**src/rtl/mem_write_arbiter_if.sv**
```systemverilog
// Bus bundle between the write arbiter and its three writers plus the memory port.
// master = requesters/observer side, slave = arbiter side.
interface mem_write_arbiter_if #(
  parameter int ADDR_W = 4,
  parameter int DATA_W = 8,
  parameter int CNT_W  = 8
);
  logic              prog;
  logic              cpu_req;
  logic [ADDR_W-1:0] cpu_addr;
  logic [DATA_W-1:0] cpu_data;
  logic              manual_key;
  logic [ADDR_W-1:0] manual_addr;
  logic [DATA_W-1:0] manual_data;
  logic              serial_req;
  logic [ADDR_W-1:0] serial_addr;
  logic [DATA_W-1:0] serial_data;
  logic              mem_we;
  logic [ADDR_W-1:0] mem_addr;
  logic [DATA_W-1:0] mem_wdata;
  logic              cpu_gnt;
  logic              cpu_stall;
  logic              manual_ack;
  logic              serial_ack;
  logic              serial_ovf;
  logic              busy;
  logic [CNT_W-1:0]  wr_count;

  // Handshakes: cpu_req is a level held until the cpu_gnt pulse; serial_req is a
  // 1-cycle pulse; manual_key requests on its rising edge. Every ack/gnt is a
  // 1-cycle pulse coincident with the mem_we of that writer's write.
  modport master (
    output prog, cpu_req, cpu_addr, cpu_data,
    output manual_key, manual_addr, manual_data,
    output serial_req, serial_addr, serial_data,
    input  mem_we, mem_addr, mem_wdata, cpu_gnt, cpu_stall,
    input  manual_ack, serial_ack, serial_ovf, busy, wr_count
  );

  modport slave (
    input  prog, cpu_req, cpu_addr, cpu_data,
    input  manual_key, manual_addr, manual_data,
    input  serial_req, serial_addr, serial_data,
    output mem_we, mem_addr, mem_wdata, cpu_gnt, cpu_stall,
    output manual_ack, serial_ack, serial_ovf, busy, wr_count
  );
endinterface

```
**src/rtl/mem_write_arbiter.sv**
```systemverilog
// Single write-port arbiter for the 16x8 memory: CPU in run mode, serial/manual
// loaders (one buffered request each, serial first) in program mode.
module mem_write_arbiter #(
  parameter int ADDR_W = 4,
  parameter int DATA_W = 8,
  parameter int CNT_W  = 8
) (
  input  logic               clk,
  input  logic               rst,
  mem_write_arbiter_if.slave bus,
  output logic               fsm_state
);

  typedef enum logic {IDLE = 1'b0, WRITE = 1'b1} state_t;
  typedef enum logic [1:0] {
    SRC_NONE = 2'd0,
    SRC_CPU  = 2'd1,
    SRC_MAN  = 2'd2,
    SRC_SER  = 2'd3
  } src_t;

  state_t            state, next_state;
  src_t              src, grant;
  logic              key_q;
  logic              m_pend, s_pend;
  logic [ADDR_W-1:0] m_addr_q, s_addr_q, sel_addr, mem_addr_q;
  logic [DATA_W-1:0] m_data_q, s_data_q, sel_data, mem_wdata_q;
  logic [CNT_W-1:0]  count_q;
  logic              serial_ovf_q;
  logic              m_edge, s_take, m_take;

  // Loaders are arbitrated from their buffers only; the CPU holds its own
  // address/data stable, so it is granted straight from the request level.
  always_comb begin
    next_state = state;
    grant      = SRC_NONE;
    case (state)
      IDLE: begin
        if (bus.prog) begin
          if (s_pend)      grant = SRC_SER;
          else if (m_pend) grant = SRC_MAN;
        end else if (bus.cpu_req) begin
          grant = SRC_CPU;
        end
        if (grant != SRC_NONE) next_state = WRITE;
      end
      WRITE:   next_state = IDLE;
      default: next_state = IDLE;
    endcase
  end

  always_comb begin
    sel_addr = s_addr_q;
    sel_data = s_data_q;
    case (grant)
      SRC_CPU: begin
        sel_addr = bus.cpu_addr;
        sel_data = bus.cpu_data;
      end
      SRC_MAN: begin
        sel_addr = m_addr_q;
        sel_data = m_data_q;
      end
      default: begin
        sel_addr = s_addr_q;
        sel_data = s_data_q;
      end
    endcase
  end

  // A new request is accepted when the buffer is free or is being drained
  // this very cycle; otherwise it is dropped and the old contents are kept.
  assign m_edge = bus.manual_key & ~key_q;
  assign s_take = bus.serial_req & (~s_pend | (grant == SRC_SER));
  assign m_take = m_edge & (~m_pend | (grant == SRC_MAN));

  always_ff @(posedge clk) begin
    if (rst) begin
      state        <= IDLE;
      src          <= SRC_NONE;
      key_q        <= 1'b0;
      m_pend       <= 1'b0;
      s_pend       <= 1'b0;
      m_addr_q     <= '0;
      m_data_q     <= '0;
      s_addr_q     <= '0;
      s_data_q     <= '0;
      mem_addr_q   <= '0;
      mem_wdata_q  <= '0;
      count_q      <= '0;
      serial_ovf_q <= 1'b0;
    end else begin
      state <= next_state;
      src   <= grant;
      key_q <= bus.manual_key;

      if (s_take) begin
        s_addr_q <= bus.serial_addr;
        s_data_q <= bus.serial_data;
        s_pend   <= 1'b1;
      end else if (grant == SRC_SER) begin
        s_pend <= 1'b0;
      end
      if (bus.serial_req && !s_take) serial_ovf_q <= 1'b1;

      if (m_take) begin
        m_addr_q <= bus.manual_addr;
        m_data_q <= bus.manual_data;
        m_pend   <= 1'b1;
      end else if (grant == SRC_MAN) begin
        m_pend <= 1'b0;
      end

      // The count advances with the grant so it already reflects the write
      // during the mem_we cycle.
      if (grant != SRC_NONE) begin
        mem_addr_q  <= sel_addr;
        mem_wdata_q <= sel_data;
        count_q     <= count_q + CNT_W'(1);
      end
    end
  end

  assign bus.mem_we     = (state == WRITE);
  assign bus.cpu_gnt    = (state == WRITE) && (src == SRC_CPU);
  assign bus.manual_ack = (state == WRITE) && (src == SRC_MAN);
  assign bus.serial_ack = (state == WRITE) && (src == SRC_SER);
  assign bus.cpu_stall  = bus.cpu_req & ~bus.cpu_gnt;
  assign bus.mem_addr   = mem_addr_q;
  assign bus.mem_wdata  = mem_wdata_q;
  assign bus.wr_count   = count_q;
  assign bus.serial_ovf = serial_ovf_q;
  assign bus.busy       = (state != IDLE) | s_pend | m_pend;
  assign fsm_state      = state;

endmodule

```
**src/flat_wrapper.sv**
```systemverilog
// flat-port wrapper written by rule: the top's interface ports become plain ports
module mem_write_arbiter_flat 
#(
  parameter int ADDR_W = 4,
  parameter int DATA_W = 8,
  parameter int CNT_W  = 8
)
  (clk, rst, fsm_state, bus_prog, bus_cpu_req, bus_cpu_addr, bus_cpu_data, bus_manual_key, bus_manual_addr, bus_manual_data, bus_serial_req, bus_serial_addr, bus_serial_data, bus_mem_we, bus_mem_addr, bus_mem_wdata, bus_cpu_gnt, bus_cpu_stall, bus_manual_ack, bus_serial_ack, bus_serial_ovf, bus_busy, bus_wr_count);
  mem_write_arbiter_if #(.ADDR_W(ADDR_W), .DATA_W(DATA_W), .CNT_W(CNT_W)) bus_i ();
  input  logic clk;
  input  logic rst;
  output logic fsm_state;
  input wire logic [$bits(bus_i.prog)-1:0] bus_prog;
  input wire logic [$bits(bus_i.cpu_req)-1:0] bus_cpu_req;
  input wire logic [$bits(bus_i.cpu_addr)-1:0] bus_cpu_addr;
  input wire logic [$bits(bus_i.cpu_data)-1:0] bus_cpu_data;
  input wire logic [$bits(bus_i.manual_key)-1:0] bus_manual_key;
  input wire logic [$bits(bus_i.manual_addr)-1:0] bus_manual_addr;
  input wire logic [$bits(bus_i.manual_data)-1:0] bus_manual_data;
  input wire logic [$bits(bus_i.serial_req)-1:0] bus_serial_req;
  input wire logic [$bits(bus_i.serial_addr)-1:0] bus_serial_addr;
  input wire logic [$bits(bus_i.serial_data)-1:0] bus_serial_data;
  output wire logic [$bits(bus_i.mem_we)-1:0] bus_mem_we;
  output wire logic [$bits(bus_i.mem_addr)-1:0] bus_mem_addr;
  output wire logic [$bits(bus_i.mem_wdata)-1:0] bus_mem_wdata;
  output wire logic [$bits(bus_i.cpu_gnt)-1:0] bus_cpu_gnt;
  output wire logic [$bits(bus_i.cpu_stall)-1:0] bus_cpu_stall;
  output wire logic [$bits(bus_i.manual_ack)-1:0] bus_manual_ack;
  output wire logic [$bits(bus_i.serial_ack)-1:0] bus_serial_ack;
  output wire logic [$bits(bus_i.serial_ovf)-1:0] bus_serial_ovf;
  output wire logic [$bits(bus_i.busy)-1:0] bus_busy;
  output wire logic [$bits(bus_i.wr_count)-1:0] bus_wr_count;
  assign bus_i.prog = bus_prog;
  assign bus_i.cpu_req = bus_cpu_req;
  assign bus_i.cpu_addr = bus_cpu_addr;
  assign bus_i.cpu_data = bus_cpu_data;
  assign bus_i.manual_key = bus_manual_key;
  assign bus_i.manual_addr = bus_manual_addr;
  assign bus_i.manual_data = bus_manual_data;
  assign bus_i.serial_req = bus_serial_req;
  assign bus_i.serial_addr = bus_serial_addr;
  assign bus_i.serial_data = bus_serial_data;
  assign bus_mem_we = bus_i.mem_we;
  assign bus_mem_addr = bus_i.mem_addr;
  assign bus_mem_wdata = bus_i.mem_wdata;
  assign bus_cpu_gnt = bus_i.cpu_gnt;
  assign bus_cpu_stall = bus_i.cpu_stall;
  assign bus_manual_ack = bus_i.manual_ack;
  assign bus_serial_ack = bus_i.serial_ack;
  assign bus_serial_ovf = bus_i.serial_ovf;
  assign bus_busy = bus_i.busy;
  assign bus_wr_count = bus_i.wr_count;
  mem_write_arbiter #(.ADDR_W(ADDR_W), .DATA_W(DATA_W), .CNT_W(CNT_W)) u_core (.clk(clk), .rst(rst), .bus(bus_i), .fsm_state(fsm_state));
endmodule
```
**config.mk**
```make
export PLATFORM = sky130hd
export DESIGN_NAME = mem_write_arbiter_flat
export DESIGN_NICKNAME = d
export VERILOG_FILES = /design/src/rtl/mem_write_arbiter_if.sv /design/src/rtl/mem_write_arbiter.sv /design/src/flat_wrapper.sv
export SDC_FILE = /design/constraint.sdc
export NUM_CORES = 1
export LEC_CHECK = 0
export CORE_MARGIN = 1
export CORE_UTILIZATION = 45
export DETAILED_ROUTE_END_ITERATION = 10
export HOLD_SLACK_MARGIN = 0.12
export PLACE_DENSITY = 0.76
export SLEW_MARGIN = 25
export SYNTH_ARGS = -nofsm -noshare
export SYNTH_HDL_FRONTEND = slang
export SYNTH_SLANG_ARGS = --single-unit
```
**constraint.sdc**
```tcl
create_clock -name clk -period 2.6 [get_ports clk]
set_input_delay 0.52 -clock clk [delete_from_list [all_inputs] [get_ports clk]]
set_output_delay 0.52 -clock clk [all_outputs]
set_load 0.03 [all_outputs]
```
==> flow_results.org <==
** Status
- Status :: finished clean

** Synthesis
- Area fraction of the dominant cell type after synthesis :: 45.2%
- During synthesis, Yosys emitted a total of 0 warnings.
- Avg Synthesized Cell Area :: 9.00 um2
- After synthesis the cells add up to 2260 um2.
- In the post-synthesis netlist, the biggest area contributors are sky130_fd_sc_hd__dfxtp_1 (45%), sky130_fd_sc_hd__a2111oi_2 (6.6%), sky130_fd_sc_hd__a21oi_1 (6.2%).
- Post-synthesis sequential area ratio :: 45.2%
- The synthesized design contains 51 register bits.
- Mapped Cells :: 251
- Synth area leader :: sky130_fd_sc_hd__dfxtp_1
- Number of unique standard cell types used by synthesis :: 32
- Net count after synthesis :: 298

** CTS
- Root Driver :: sky130_fd_sc_hd__clkbuf_8
- Number of buffers inserted by post-CTS setup repair :: 0
- Clock latency on the worst-skew pair, taken at its later pin, is 0.31 ns.
- The clock passes through at most 2 buffers.
- Worst-path clk slew :: 0.09 ns
- Number of sinks on the clock net :: 51
- In this run, post-CTS hold repair placed 0 buffers.
- The H-tree was split into 2 levels.
- Number of buffers added by the clock tree synthesis step :: 5
- TritonCTS built the clock tree.
- Once the clock tree was built, the resizer swapped 0 gates to a different size.

** Setup path
- R2r setup slk :: 0.59 ns
- Critical-path maximum fanout :: 2
- STA puts the critical path data required time at 2.08 ns.
- The worst setup path is launched from a primary input.
- Critical Path AT :: 1.79 ns
- Critical path type :: in -> out
- Measured in cells, the most critical reg-to-reg path has a length of 6.
- Setup crit end kind :: output port

** STA
- Setup violations remaining at the end of the flow were counted as 0.
- Period utilization :: 89.0%
- Final Skew :: 0.00959 ns
- Setup repair after global routing left no endpoint under its margin.
- The worst pin sits at a relative slew slack of 31.1%.
- At the pin with the least slew margin, the transition time is 1.03 ns.
- FMAX :: 432 MHz
- Once routing completed, OpenROAD measured the worst setup slack at 0.287 ns.
- The count of final max-slew check failures was 0.
- In the final timing run, aggregate negative setup slack is 0 ns.
- Counting I/O delays and the setup requirement, the final critical path takes 2.31 ns.
- Number of failing hold endpoints at the final stage :: 0

** Final layout
- Most common cell after layout, fill and taps aside :: sky130_fd_sc_hd__clkdlybuf4s50_1
- The net count of the finished layout is 368.
- The repair_antennas step left the layout with diodes totalling 0.
- Share of cells above drive strength 1 :: 12.1%
- The library cells used most frequently in the layout, excluding fill and tap cells, are sky130_fd_sc_hd__clkdlybuf4s50_1 (68), sky130_fd_sc_hd__dfxtp_1 (51), sky130_fd_sc_hd__a21oi_1 (28), sky130_fd_sc_hd__o21ai_0 (27), sky130_fd_sc_hd__nand3_1 (24).
- Layout-stage area growth over the synthesis result :: 40.1%

** Die
- The initial utilization of the core area, before any placement, comes to 47.2%.
- After floorplanning, the core was divided into 25 placement rows.
- Height of the chip :: 72.8 um
- Core ar. :: 4790 um2
- Floorplan die area :: 5310 um2
- 70 I/O pins were placed.
- Chip Width :: 72.8 um

** Power and ir drop
- P_leak :: 0.00116 uW
- Worst supply voltage drop on vdd :: 0.393 mV
- In this run the power density over the cells is 634 nW/um2.
- Total power for the finished layout comes to 2010 uW.

** Global routing
- The first global-routing pass estimated 9050 um of wire.
- Number of global-route vias before repair :: 1,989
- Overall track demand over capacity in global routing :: 22.4%
- Total overflow reported by the global router :: 0
- Pin count of the biggest net entering global routing :: 52
- The initial antenna violation count came to 0.

** Placement
- Dpl hpwl :: 4040 um
- OpenSTA, run right after detailed placement, puts the worst setup slack at 0.0183 ns.
- At the end of routability-driven placement, the weighted congestion stood at 0.761.
- Total of buffers placed on input and output ports :: 69

** Routing
- In the final routed layout, each cell accounts on average for 14.4 um.
- Summing over every cut layer, the via total after detailed routing is 2,115.
- Routed vias/inst :: 5.44
- For this block, the initial DRC count from the detailed router was 123.
- Routed Wire Length :: 5610 um
- In the routed design, unresolved DRC markers number 0.
- DRT Pass-1 Iters :: 4
- The detail route stage leaves a number of antenna-violating nets equal to 0.

** Job
- Across the run, the number of max-cap violations was 0.

** Min path
- Class of the tightest hold or removal check :: reg -> reg
- Along the worst hold path, the cell count comes to 2.
## worst max-delay path: stages
cell                              delay [ns]
sky130_fd_sc_hd__clkdlybuf4s50_1        0.47
sky130_fd_sc_hd__nor2b_1                0.13
sky130_fd_sc_hd__clkdlybuf4s50_1        0.67
## synthesized netlist by cell type
cell type                   count
sky130_fd_sc_hd__ha_1           5
sky130_fd_sc_hd__a2111oi_0      2
sky130_fd_sc_hd__clkbuf_1       4
sky130_fd_sc_hd__nor2b_1        5
sky130_fd_sc_hd__nand4_1        1
sky130_fd_sc_hd__nand4b_2       1
sky130_fd_sc_hd__nand2b_1       4
sky130_fd_sc_hd__nand3_1       24
sky130_fd_sc_hd__nor2_1         9
sky130_fd_sc_hd__nor3b_1        1
sky130_fd_sc_hd__buf_4          3
sky130_fd_sc_hd__nand4b_1       2
sky130_fd_sc_hd__inv_1         16
sky130_fd_sc_hd__a221oi_1      12
sky130_fd_sc_hd__clkbuf_2       2
sky130_fd_sc_hd__nor3_1        12
sky130_fd_sc_hd__dfxtp_1       51
sky130_fd_sc_hd__a21oi_2        3
sky130_fd_sc_hd__o21ai_0       27
sky130_fd_sc_hd__xnor2_1        1
sky130_fd_sc_hd__o211ai_1       1
sky130_fd_sc_hd__nand2_1        4
sky130_fd_sc_hd__or3_1          4
sky130_fd_sc_hd__buf_2         11
sky130_fd_sc_hd__a2111oi_2     10
sky130_fd_sc_hd__and3_1         1
sky130_fd_sc_hd__mux2_2         1
sky130_fd_sc_hd__mux2i_1        1
sky130_fd_sc_hd__a21oi_1       28
sky130_fd_sc_hd__and2b_1        1
sky130_fd_sc_hd__xor2_1         3
sky130_fd_sc_hd__buf_1          1
## area by class of cell
class                   count  area (um2)
fillers                   409        1620
multi-input cells         163        1070
flip-flops and latches     51        1020
repair buffers             84         811
well taps                  67        83.8
clock buffers               6        82.6
inverters                  16        60.1
clock inverters             2        35.0
## metal layers
metal	vias up	global-route usage (%)	wire (um)	share of wire (%)
met2	58	38.6	2770	49
met1	1000	27.8	2470	44
li1	1050	-	-	-
met3	7	3.87	276	4.9
met4	0	8.50	89	1.6
met5	-	0	0	0
## worst paths after layout
check	start	endpoint
worst max-delay path	bus_cpu_req	bus_cpu_stall
worst min-delay path	u_core.bus.mem_addr[1]	u_core.bus.mem_addr[1]
worst max register to register	u_core.s_pend	u_core.bus.mem_wdata[4]
worst min register to register	u_core.bus.mem_addr[1]	u_core.bus.mem_addr[1]
## kinds of logic after synthesis
kind of cell | synth area share [%]
AOI/OAI and AO/OA | 25.8
muxes | 0.942
and+or+nand+nor | 16.4
adders and majority gates | 2.77
DFF | 45.2
buffers and inverters | 7.37
xor gates and xnor gates | 1.55
## report_power, final
| part | total [uW] | switching, uW | internal (uW) |
|---|---|---|---|
| clock network | 579 | 268 | 312 |
| registers | 890 | 44.0 | 846 |
| logic | 537 | 288 | 249 |
## registers in the layout (all words and copies together) (netlist names)
signal                 flops
u_core.s_addr_q            4
u_core.src                 2
u_core.bus.mem_addr        4
u_core.m_addr_q            4
u_core.bus.mem_wdata       8
u_core.key_q               1
u_core.bus.wr_count        8
u_core.m_data_q            8
u_core.bus.serial_ovf      1
u_core.s_pend              1
u_core.bus.mem_we          1
u_core.m_pend              1
u_core.s_data_q            8
## per-stage QoR
stage          util (%)  hold WS (ns)  instances  instance area, um2
3_5_place_dp       63.7         0.462        381                3050
5_1_grt            66.1         0.498        389                3160
4_1_cts            66.1         0.477        389                3160
3_3_place_gp       63.7         0.458        381                3050
6_report           66.1         0.475        389                3160
2_1_floorplan         -         0.454        251                2260
Note: power is estimated with default switching activity, not from simulation.
